**config.mk**
```make
export PLATFORM = sky130hd
export DESIGN_NAME = muldiv_seq
export DESIGN_NICKNAME = d
export VERILOG_FILES = /design/src/rtl/muldiv_seq.sv
export SDC_FILE = /design/constraint.sdc
export NUM_CORES = 1
export LEC_CHECK = 0
export ABC_CLOCK_PERIOD_IN_PS = 8420
export BUFFER_PORTS_ARGS = -buffer_cell sky130_fd_sc_hd__buf_4
export CORE_UTILIZATION = 53
export DETAILED_ROUTE_END_ITERATION = 10
export GPL_TIMING_DRIVEN = 0
export PLACE_DENSITY = 0.83
export SYNTH_ARGS = -nofsm -noshare
export SYNTH_HDL_FRONTEND = slang
export SYNTH_SLANG_ARGS = --single-unit
```
**constraint.sdc**
```tcl
create_clock -name clk -period 8.42 [get_ports clk]
set_clock_uncertainty 0.15 [all_clocks]
set_input_delay 2.526 -clock clk [delete_from_list [all_inputs] [get_ports clk]]
set_output_delay 2.526 -clock clk [all_outputs]
set_load 0.005 [all_outputs]
```
**src/rtl/muldiv_seq.sv**
```systemverilog
// Sequential unsigned multiply (shift-add) / divide (restoring), one bit per cycle.
// Raises a combinational stall toward the ID/EX registers while an operation is in flight.
module muldiv_seq #(
  parameter int WIDTH = 16
) (
  input  logic             clk,
  input  logic             rst,
  input  logic             start,
  input  logic [1:0]       op,
  input  logic [WIDTH-1:0] operand_a,
  input  logic [WIDTH-1:0] operand_b,
  input  logic             flush,
  output logic             busy,
  output logic             done,
  output logic [WIDTH-1:0] res_lo,
  output logic [WIDTH-1:0] res_hi,
  output logic             div_by_zero,
  output logic             stall
);

  localparam int CW = $clog2(WIDTH + 1);

  typedef enum logic [1:0] {IDLE, RUN, DONE} state_t;

  state_t             state_q, state_d;
  logic [CW-1:0]      cnt_q, cnt_d;
  logic [2*WIDTH-1:0] acc_q, acc_d;
  logic [WIDTH-1:0]   opnd_q, opnd_d;
  logic               is_div_q, is_div_d;
  logic [WIDTH-1:0]   res_lo_q, res_lo_d, res_hi_q, res_hi_d;
  logic               dbz_q, dbz_d;

  logic [WIDTH:0]     msum, rem_sh, dtrial;
  logic [2*WIDTH-1:0] acc_step;

  // acc holds {partial product high, remaining multiplier} for multiply and
  // {partial remainder, dividend/quotient} for divide; opnd holds a or b respectively.
  always_comb begin
    msum   = {1'b0, acc_q[2*WIDTH-1:WIDTH]} + (acc_q[0] ? {1'b0, opnd_q} : '0);
    rem_sh = {acc_q[2*WIDTH-1:WIDTH], acc_q[WIDTH-1]};
    dtrial = rem_sh - {1'b0, opnd_q};
    if (!is_div_q)
      acc_step = {msum, acc_q[WIDTH-1:1]};
    else if (!dtrial[WIDTH])
      acc_step = {dtrial[WIDTH-1:0], acc_q[WIDTH-2:0], 1'b1};
    else
      acc_step = {acc_q[2*WIDTH-2:0], 1'b0};
  end

  always_comb begin
    state_d  = state_q;
    cnt_d    = cnt_q;
    acc_d    = acc_q;
    opnd_d   = opnd_q;
    is_div_d = is_div_q;
    res_lo_d = res_lo_q;
    res_hi_d = res_hi_q;
    dbz_d    = dbz_q;
    case (state_q)
      IDLE: begin
        if (!flush && start && !op[1]) begin
          if (op[0] && operand_b == '0) begin
            state_d  = DONE;
            res_lo_d = '1;
            res_hi_d = operand_a;
            dbz_d    = 1'b1;
          end else begin
            state_d  = RUN;
            cnt_d    = CW'(WIDTH);
            is_div_d = op[0];
            opnd_d   = op[0] ? operand_b : operand_a;
            acc_d    = {{WIDTH{1'b0}}, (op[0] ? operand_a : operand_b)};
          end
        end
      end
      RUN: begin
        if (flush) begin
          state_d = IDLE;
        end else begin
          acc_d = acc_step;
          cnt_d = cnt_q - 1'b1;
          if (cnt_q == CW'(1)) begin
            state_d  = DONE;
            res_lo_d = acc_step[WIDTH-1:0];
            res_hi_d = acc_step[2*WIDTH-1:WIDTH];
            dbz_d    = 1'b0;
          end
        end
      end
      DONE:    state_d = IDLE;
      default: state_d = IDLE;
    endcase
  end

  always_ff @(posedge clk) begin
    if (rst) begin
      state_q  <= IDLE;
      cnt_q    <= '0;
      acc_q    <= '0;
      opnd_q   <= '0;
      is_div_q <= 1'b0;
      res_lo_q <= '0;
      res_hi_q <= '0;
      dbz_q    <= 1'b0;
    end else begin
      state_q  <= state_d;
      cnt_q    <= cnt_d;
      acc_q    <= acc_d;
      opnd_q   <= opnd_d;
      is_div_q <= is_div_d;
      res_lo_q <= res_lo_d;
      res_hi_q <= res_hi_d;
      dbz_q    <= dbz_d;
    end
  end

  // busy/stall are masked by rst so the pipeline never holds while reset is applied.
  assign busy        = !rst && (state_q != IDLE);
  assign stall       = !rst && ((state_q == RUN) || (state_q == IDLE && start && !op[1]));
  assign done        = (state_q == DONE);
  assign res_lo      = res_lo_q;
  assign res_hi      = res_hi_q;
  assign div_by_zero = dbz_q;

endmodule
```
==> results.md, run 1 <==
- Status: finished clean
- Area grow syn2layout: 15.5%
- Multi-input logic area: 0.00380 mm2
- Library cells used by synthesis: 53
- Initial DRC Count: 574
- Hold buffer count at cts: 0
- Routed wire length: 19000 um
- Top FF cell, synth: dfxtp_1
- Fin nets: 893
- Worst R2R Setup Slack: 4.71 ns
- # IOs: 74
- RePlAce Congestion: 1.00
- Power Density: 139 mW/mm2
- Hold depth: 2
- Slew margin rel.: 45.5%
- Hold_sp: acc_q[4]
- Syn Area/Cell: 7.96 um2
- Setup Fix Bufs, Post-CTS: 0
- Clk_lat worst skew: 0.37 ns
- Die area: 0.0115 mm2
- Antenna Nets Post-Route: 0
- Worst-Margin Slew: 0.818 ns
- CTS Buf Count: 9
- Final setup viols: 0
- CP startpoint kind: primary input
- Pins Over Slew Limit: 0
- Ranking of synthesized cells by area: dfxtp_1 30%, mux2i_1 10%, ha_1 7.2%
- R2R cell count: 14
- Post-synth EDFFs: 0
- # Max-Cap Violations: 0
- FF-to-FF Start: acc_q[15]
- HPWL after DPL: 14500 um
- Reg area: 0.00178 mm2
- RR Endpoint: acc_q[30]
- Yosys warns: 0
- Critical path arrival: 4.15 ns
- Routed WL per cell: 19.7 um
- Resized Gates After CTS: 0
- Die W: 107 um
- Final period utilization: 81.0%
- Fmax: 0.147 GHz
- Leading area contributor after synthesis: dfxtp_1
- Final Power: 0.000945 W
- Initial antenna violation count: 0
- Unrepaired setup endpoints after global routing: false
- # diodes: 0
- Synthesized flop and latch total: 89
- Largest net degree at the start of global routing: 17
- Fin Setup TNS: 0 ns
- Yosys top cell area share: 30.4%
- IO buf count: 71
- Synthesized area: 0.00587 mm2
- Hold EP: acc_q[4]
- Utilization after layout: 62.8%
- Worst Hold Class: flip-flop to flip-flop
- WS Path Type: primary input to output port
- Rows: 38
- Root Driver: clkbuf_8
- CTS tree: done
- Initial Util: 54.4%
- Sequential fraction of the synthesis area: 30.4%
- Core area: 0.0108 mm2
- Ys async rst share: 0%
- Via count: 6031
- Minimum clock period: 6.82 ns
- Clk sinks: 89
- Hold Vio Cnt, Final: 0
- CTS Buffer Depth: 2
- Worst path required time: 5.74 ns
- TritonRoute pass-1 iters: 6
- Vias in the first global route: 5748
- Share of cells above drive strength 1: 13.8%
- Global Route Usage Sum: 33.6%
- Die H: 107 um
- Reg clk slew, reported paths: 0.08 ns
- Cells after Synth: 737
- Lkg Pwr: 2.78 nW
- H-tree Lvls: 3
- CP max FO: 10
- Grt ovf: 0
- Filler cell count: 955
- DR vias/cell: 6.26
- DRC: 0
- Peak supply drop: 0.125 mV
- Global-route wire length before repair: 29600 um
- CP endpoint kind: output port
- Net Count, Synth: 811
[worst max-delay path, cell delays in order]
cell and delay, ns:
clkbuf_1 0.37, clkbuf_1 0.48, clkbuf_1 0.49, nor2_1 0.12
buf_4 0.16
[synthesized netlist by cell type, types with 4 or more instances]
| master | number |
|---|---|
| buf_1 | 6 |
| nor2b_1 | 5 |
| o22ai_1 | 8 |
| o21bai_1 | 4 |
| buf_2 | 9 |
| nor3_1 | 25 |
| nand3_1 | 22 |
| nand2_1 | 73 |
| nand2b_1 | 4 |
| a22oi_1 | 13 |
| a21oi_1 | 55 |
| ha_1 | 34 |
| xnor2_1 | 15 |
| and2_1 | 19 |
| a211oi_1 | 28 |
| mux2i_1 | 59 |
| o211ai_1 | 7 |
| a21o_1 | 10 |
| o2bb2ai_1 | 5 |
| a32o_1 | 4 |
| mux2_2 | 4 |
| o21ai_0 | 24 |
| clkbuf_1 | 26 |
| dfxtp_1 | 89 |
| and3_1 | 5 |
| o21a_1 | 10 |
| inv_1 | 28 |
| a31o_2 | 5 |
| xor2_1 | 10 |
| a311oi_1 | 4 |
| nor2_1 | 88 |
[cell families (layout without fill, tap and decap cells)]
group	after synthesis	in the layout	synth area share [%]
xor+xnor	25	25	3.73
buf+inv	71	158	4.86
fa+ha+maj	36	36	7.93
flops	89	89	30.4
simple gates	253	253	19.3
compound gates	200	200	23.0
mux	63	63	10.8
[metrics by stage]
stage | hold WS (ns) | std cells | worst slack (ns) | area [um2]
global route | 0.343 | 964 | 1.48 | 6780
global placement | 0.292 | 948 | 1.64 | 6580
detailed placement | 0.312 | 948 | 1.64 | 6580
finish | 0.328 | 964 | 1.60 | 6780
CTS | 0.324 | 964 | 1.64 | 6780
floorplan | 0.286 | 737 | 2.30 | 5870
[worst max path at each step]
stage,from,endpoint,cells past startpoint
finish,rst,busy,5
global route,rst,busy,5
CTS,rst,busy,5
detailed placement,rst,busy,5
global placement,rst,busy,5
floorplan,rst,busy,4
[registers in the layout (all words and copies together) (netlist names)]
register and cells:
state_q 2, div_by_zero 1, res_hi 16, opnd_q 16, res_lo 16, acc_q 32, is_div_q 1, cnt_q 5
[power by group]
part	internal, W	switching [W]
logic	0.0000778	0.000114
clock network	0.000140	0.000173
registers	0.000431	0.00000969
total	0.000649	0.000296
[area by class of cell]
| cell class | count | share of cell area [%] |
|---|---|---|
| clock inverters | 7 | 1.11 |
| well taps | 140 | 2.58 |
| repair buffers | 71 | 7.87 |
| multi-input cells | 577 | 56.1 |
| clock buffers | 9 | 1.83 |
| inverters | 28 | 1.55 |
| flip-flops and latches | 89 | 26.3 |
| plain buffers | 43 | 2.66 |
[cells in the final DEF (no fill, tap or decap), types with 13 or more instances in the layout]
| cell type | synthesis | layout |
|---|---|---|
| nor2_1 | 88 | 88 |
| o21ai_0 | 24 | 24 |
| mux2i_1 | 59 | 59 |
| dfxtp_1 | 89 | 89 |
| inv_1 | 28 | 28 |
| xnor2_1 | 15 | 15 |
| ha_1 | 34 | 34 |
| nor3_1 | 25 | 25 |
| a211oi_1 | 28 | 28 |
| buf_4 | 2 | 73 |
| clkbuf_1 | 26 | 26 |
| nand3_1 | 22 | 22 |
| and2_1 | 19 | 19 |
| nand2_1 | 73 | 73 |
| a22oi_1 | 13 | 13 |
| a21oi_1 | 55 | 55 |
[metal layers]
metal,GRT usage [%],vias up,wire length [um]
li1,-,2809,-
met1,42.3,2766,7570
met2,53.2,376,8590
met3,6.69,80,1870
met4,19.6,0,999
met5,0,-,0
No activity file was read; power rests on OpenSTA's default activity.
==> run 2, diff against run 1 <==
--- a/config.mk
+++ b/config.mk
@@ -5,12 +5,13 @@
 export SDC_FILE = /design/constraint.sdc
 export NUM_CORES = 1
 export LEC_CHECK = 0
-export ABC_CLOCK_PERIOD_IN_PS = 8420
+export ABC_AREA = 1
+export ABC_CLOCK_PERIOD_IN_PS = 6000
 export BUFFER_PORTS_ARGS = -buffer_cell sky130_fd_sc_hd__buf_4
 export CORE_UTILIZATION = 53
 export DETAILED_ROUTE_END_ITERATION = 10
 export GPL_TIMING_DRIVEN = 0
-export PLACE_DENSITY = 0.83
+export PLACE_DENSITY = 0.85
 export SYNTH_ARGS = -nofsm -noshare
 export SYNTH_HDL_FRONTEND = slang
 export SYNTH_SLANG_ARGS = --single-unit
==> constraint.sdc (replaced) <==
create_clock -name clk -period 6 [get_ports clk]
set_clock_uncertainty 0.15 [all_clocks]
set_input_delay 1.8 -clock clk [delete_from_list [all_inputs] [get_ports clk]]
set_output_delay 1.8 -clock clk [all_outputs]
set_load 0.005 [all_outputs]
==> run 2 against run 1 <==
  * Final cell count up 44%
  * Non-clock buffer count up 9
  * Final area increased by 15%
  * First-iteration DRC count grew 39%
  * Count of clock-buffer cells in the layout unchanged
  * Critical path depth fell by 1
  * Via count rose by 25%
  * Area after synthesis up 15%
  * Synthesized cell count grew 53%
  * Sequential power up 46%
  * Combinational power rose to 2.9 times the previous value
==> results.md, run 2 <==
- Status: finished clean
- Power Density: 228 mW/mm2 (+63%)
- Minimum clock period: 4.75 ns
- Ranking of synthesized cells by area: dfxtp_1 26%, nand2_1 19%, inv_1 9.0%
- Area grow syn2layout: 15.5% (about the same)
- Via count: 7548 (+25%)
- Hold EP: cnt_q[4]
- Final setup viols: 0 (unchanged)
- H-tree Lvls: 3 (unchanged)
- Part of the power in registers: 36.3% (-10 points)
- Filler cell count: 1184 (+24%)
- Reg clk slew, reported paths: 0.07 ns (about the same)
- Cell total after placement: 1368 (+44%)
- Largest Register: acc_q
- Lkg Pwr: 4.03 nW (+45%)
- CP Launch Point: rst
- Top FF cell, synth: dfxtp_1
- Leading area contributor after synthesis: dfxtp_1
- CP max FO: 10 (unchanged)
- Global-route wire length before repair: 35000 um (+18%)
- Worst path required time: 4.05 ns (-1.69 ns)
- Most numerous cell in the Yosys netlist: nand2_1
- Sw Share: 36.0% (+4.6 points)
- Clk sinks: 89 (unchanged)
- CTS Buffer Depth: 2 (unchanged)
- Utilization after layout: 63.8% (+0.97 points)
- Initial Util: 55.2% (+0.81 points)
- Synthesized flop and latch total: 89 (unchanged)
- Routed wire length: 22300 um (+17%)
- Rows: 40 (+5.3%)
- Pins Over Slew Limit: 0 (unchanged)
- Max reg flops: 32 (unchanged)
- DR vias/cell: 5.45 (-13%)
- Clk_lat worst skew: 0.35 ns (-0.02 ns)
- # Max-Cap Violations: 0 (unchanged)
- Hold slack: 0.318 ns (-0.00992 ns)
- Clock power share: 32.7% (-0.4 points)
- Resized Gates After CTS: 0 (unchanged)
- Peak supply drop: 0.225 mV (+79%)
- IO buf count: 71 (unchanged)
- Core area: 0.0122 mm2 (+13%)
- Global Route Usage Sum: 34.8% (+1.2 points)
- Hold Vio Cnt, Final: 0 (unchanged)
- Largest net degree at the start of global routing: 17 (unchanged)
- Yosys top cell area share: 26.4% (-3.9 points)
- # IOs: 74 (unchanged)
- Slew margin rel.: 48.3% (+2.9 points)
- Hold depth: 2 (unchanged)
- Commonest non-fill, non-tap cell in the layout: nand2_1
- Net Count, Synth: 1203 (+48%)
- Die W: 115 um (+7.0%)
- CP startpoint kind: primary input
- RR Endpoint: res_hi[9]
- Grt ovf: 0 (unchanged)
- WS Path Type: primary input to output port
- Routed WL per cell: 16.1 um (-18%)
- Worst Hold Class: flip-flop to flip-flop
- CTS Buf Count: 9 (unchanged)
- CTS tree: done
- R2R cell count: 16 (+2)
- Ys async rst share: 0% (unchanged)
- Die H: 115 um (+7.0%)
- Worst R2R Setup Slack: 2.76 ns (-1.95 ns)
- Fin Setup TNS: 0 ns (unchanged)
- Library cells used by synthesis: 41 (-23%)
- Fmax: 0.210 GHz
- Non-filler instance count after layout: 1384 (+44%)
- Antenna Nets Post-Route: 0 (unchanged)
- Most common library cells after synthesis: 343 x nand2_1, 162 x inv_1, 105 x nor2_1, 89 x dfxtp_1, 86 x nand3_1
- Setup Fix Bufs, Post-CTS: 0 (unchanged)
- # diodes: 0 (unchanged)
- Share of cells above drive strength 1: 9.79% (-4.0 points)
- Root Driver: clkbuf_16
- Reg area: 0.00178 mm2 (unchanged)
- Final period utilization: 79.2%
- Vias in the first global route: 6822 (+19%)
- Unrepaired setup endpoints after global routing: false
- Cells after Synth: 1129 (+53%)
- Hold buffer count at cts: 0 (unchanged)
- Synthesized area: 0.00674 mm2 (+15%)
- Most frequent cells in the layout: 343 x nand2_1, 162 x inv_1, 105 x nor2_1
- Pint: 0.00113 W (+75%)
- RePlAce Congestion: 0.998 (-0.19%)
- Psw: 0.000637 W (+120%)
- Multi-input logic area: 0.00409 mm2 (+7.4%)
- Post-synth EDFFs: 0 (unchanged)
- Hold_sp: cnt_q[4]
- Syn Area/Cell: 5.97 um2 (-25%)
- FF-to-FF Start: acc_q[0]
- Yosys warns: 0 (unchanged)
- Die area: 0.0132 mm2 (+15%)
- Worst-Margin Slew: 0.775 ns (-0.0431 ns)
- Initial DRC Count: 800 (+39%)
- TritonRoute pass-1 iters: 7 (+1)
- Critical path arrival: 2.80 ns (-1.35 ns)
- Initial antenna violation count: 0 (unchanged)
- Fin nets: 1285 (+44%)
- DRC: 0 (unchanged)
- HPWL after DPL: 17900 um (+23%)
- Combinational Power Share: 31.0% (+11 points)
- CP endpoint kind: output port
- Sequential fraction of the synthesis area: 26.4% (-3.9 points)
[run 2: area by class of cell]
type                            count  share of cell area [%]
Timing Repair Buffer               71                    6.85
Buffer                             52                    3.05
Sequential cell                    89                    22.9
Clock buffer                        9                    2.89
Clock inverter                      7                   0.996
Tap cell                          168                    2.70
Multi-Input combinational cell    820                    52.5
Inverter                          168                    8.16
[run 2: power groups by stage]
stage                     sequential (W)  combinational, W  clock [W]
after CTS                       0.000643          0.000538   0.000583
after floorplan                 0.000649          0.000388          0
after global routing            0.000646          0.000619   0.000605
after global placement          0.000655          0.000525          0
after detailed placement        0.000656          0.000535          0
final                           0.000644          0.000549   0.000579
[run 2: kinds of logic (layout without fill, tap and decap cells)]
family / after synthesis / in the layout / share of synthesized area [%]
compound gates: 179 / 179 / 13.8
xor+xnor: 9 / 9 / 1.17
fa+ha+maj: 36 / 36 / 6.91
buf+inv: 220 / 307 / 13.0
flops: 89 / 89 / 26.4
mux: 14 / 14 / 2.08
simple gates: 582 / 582 / 36.7
[run 2: worst max path at each step]
| stage | to | slack [ns] | cells past startpoint |
|---|---|---|---|
| final | stall | 1.25 | 4 |
| after global placement | stall | 1.32 | 4 |
| after detailed placement | stall | 1.28 | 4 |
| after CTS | stall | 1.28 | 4 |
| after global routing | stall | 1.20 | 4 |
| after floorplan | stall | 1.71 | 3 |
[run 2: layer usage]
layer,GRT usage (%),routed length [um],vias up
met2,56.1,10000,362
met1,45.8,9300,3384
met4,13.1,762,0
li1,-,-,3747
met5,0,0,-
met3,7.27,2250,55
[run 2: worst max-delay path, stage by stage]
cell and delay, ns:
clkbuf_1 0.22, clkbuf_1 0.50, nor3_1 0.11, buf_4 0.16
[run 2: through the flow]
stage / power [W] / setup WS [ns] / cell area [um2]
after floorplan: 0.00104 / 1.71 / 6740
after global placement: 0.00118 / 1.32 / 7480
after detailed placement: 0.00119 / 1.28 / 7480
after CTS: 0.00176 / 1.28 / 7790
after global routing: 0.00187 / 1.20 / 7790
final: 0.00177 / 1.25 / 7790
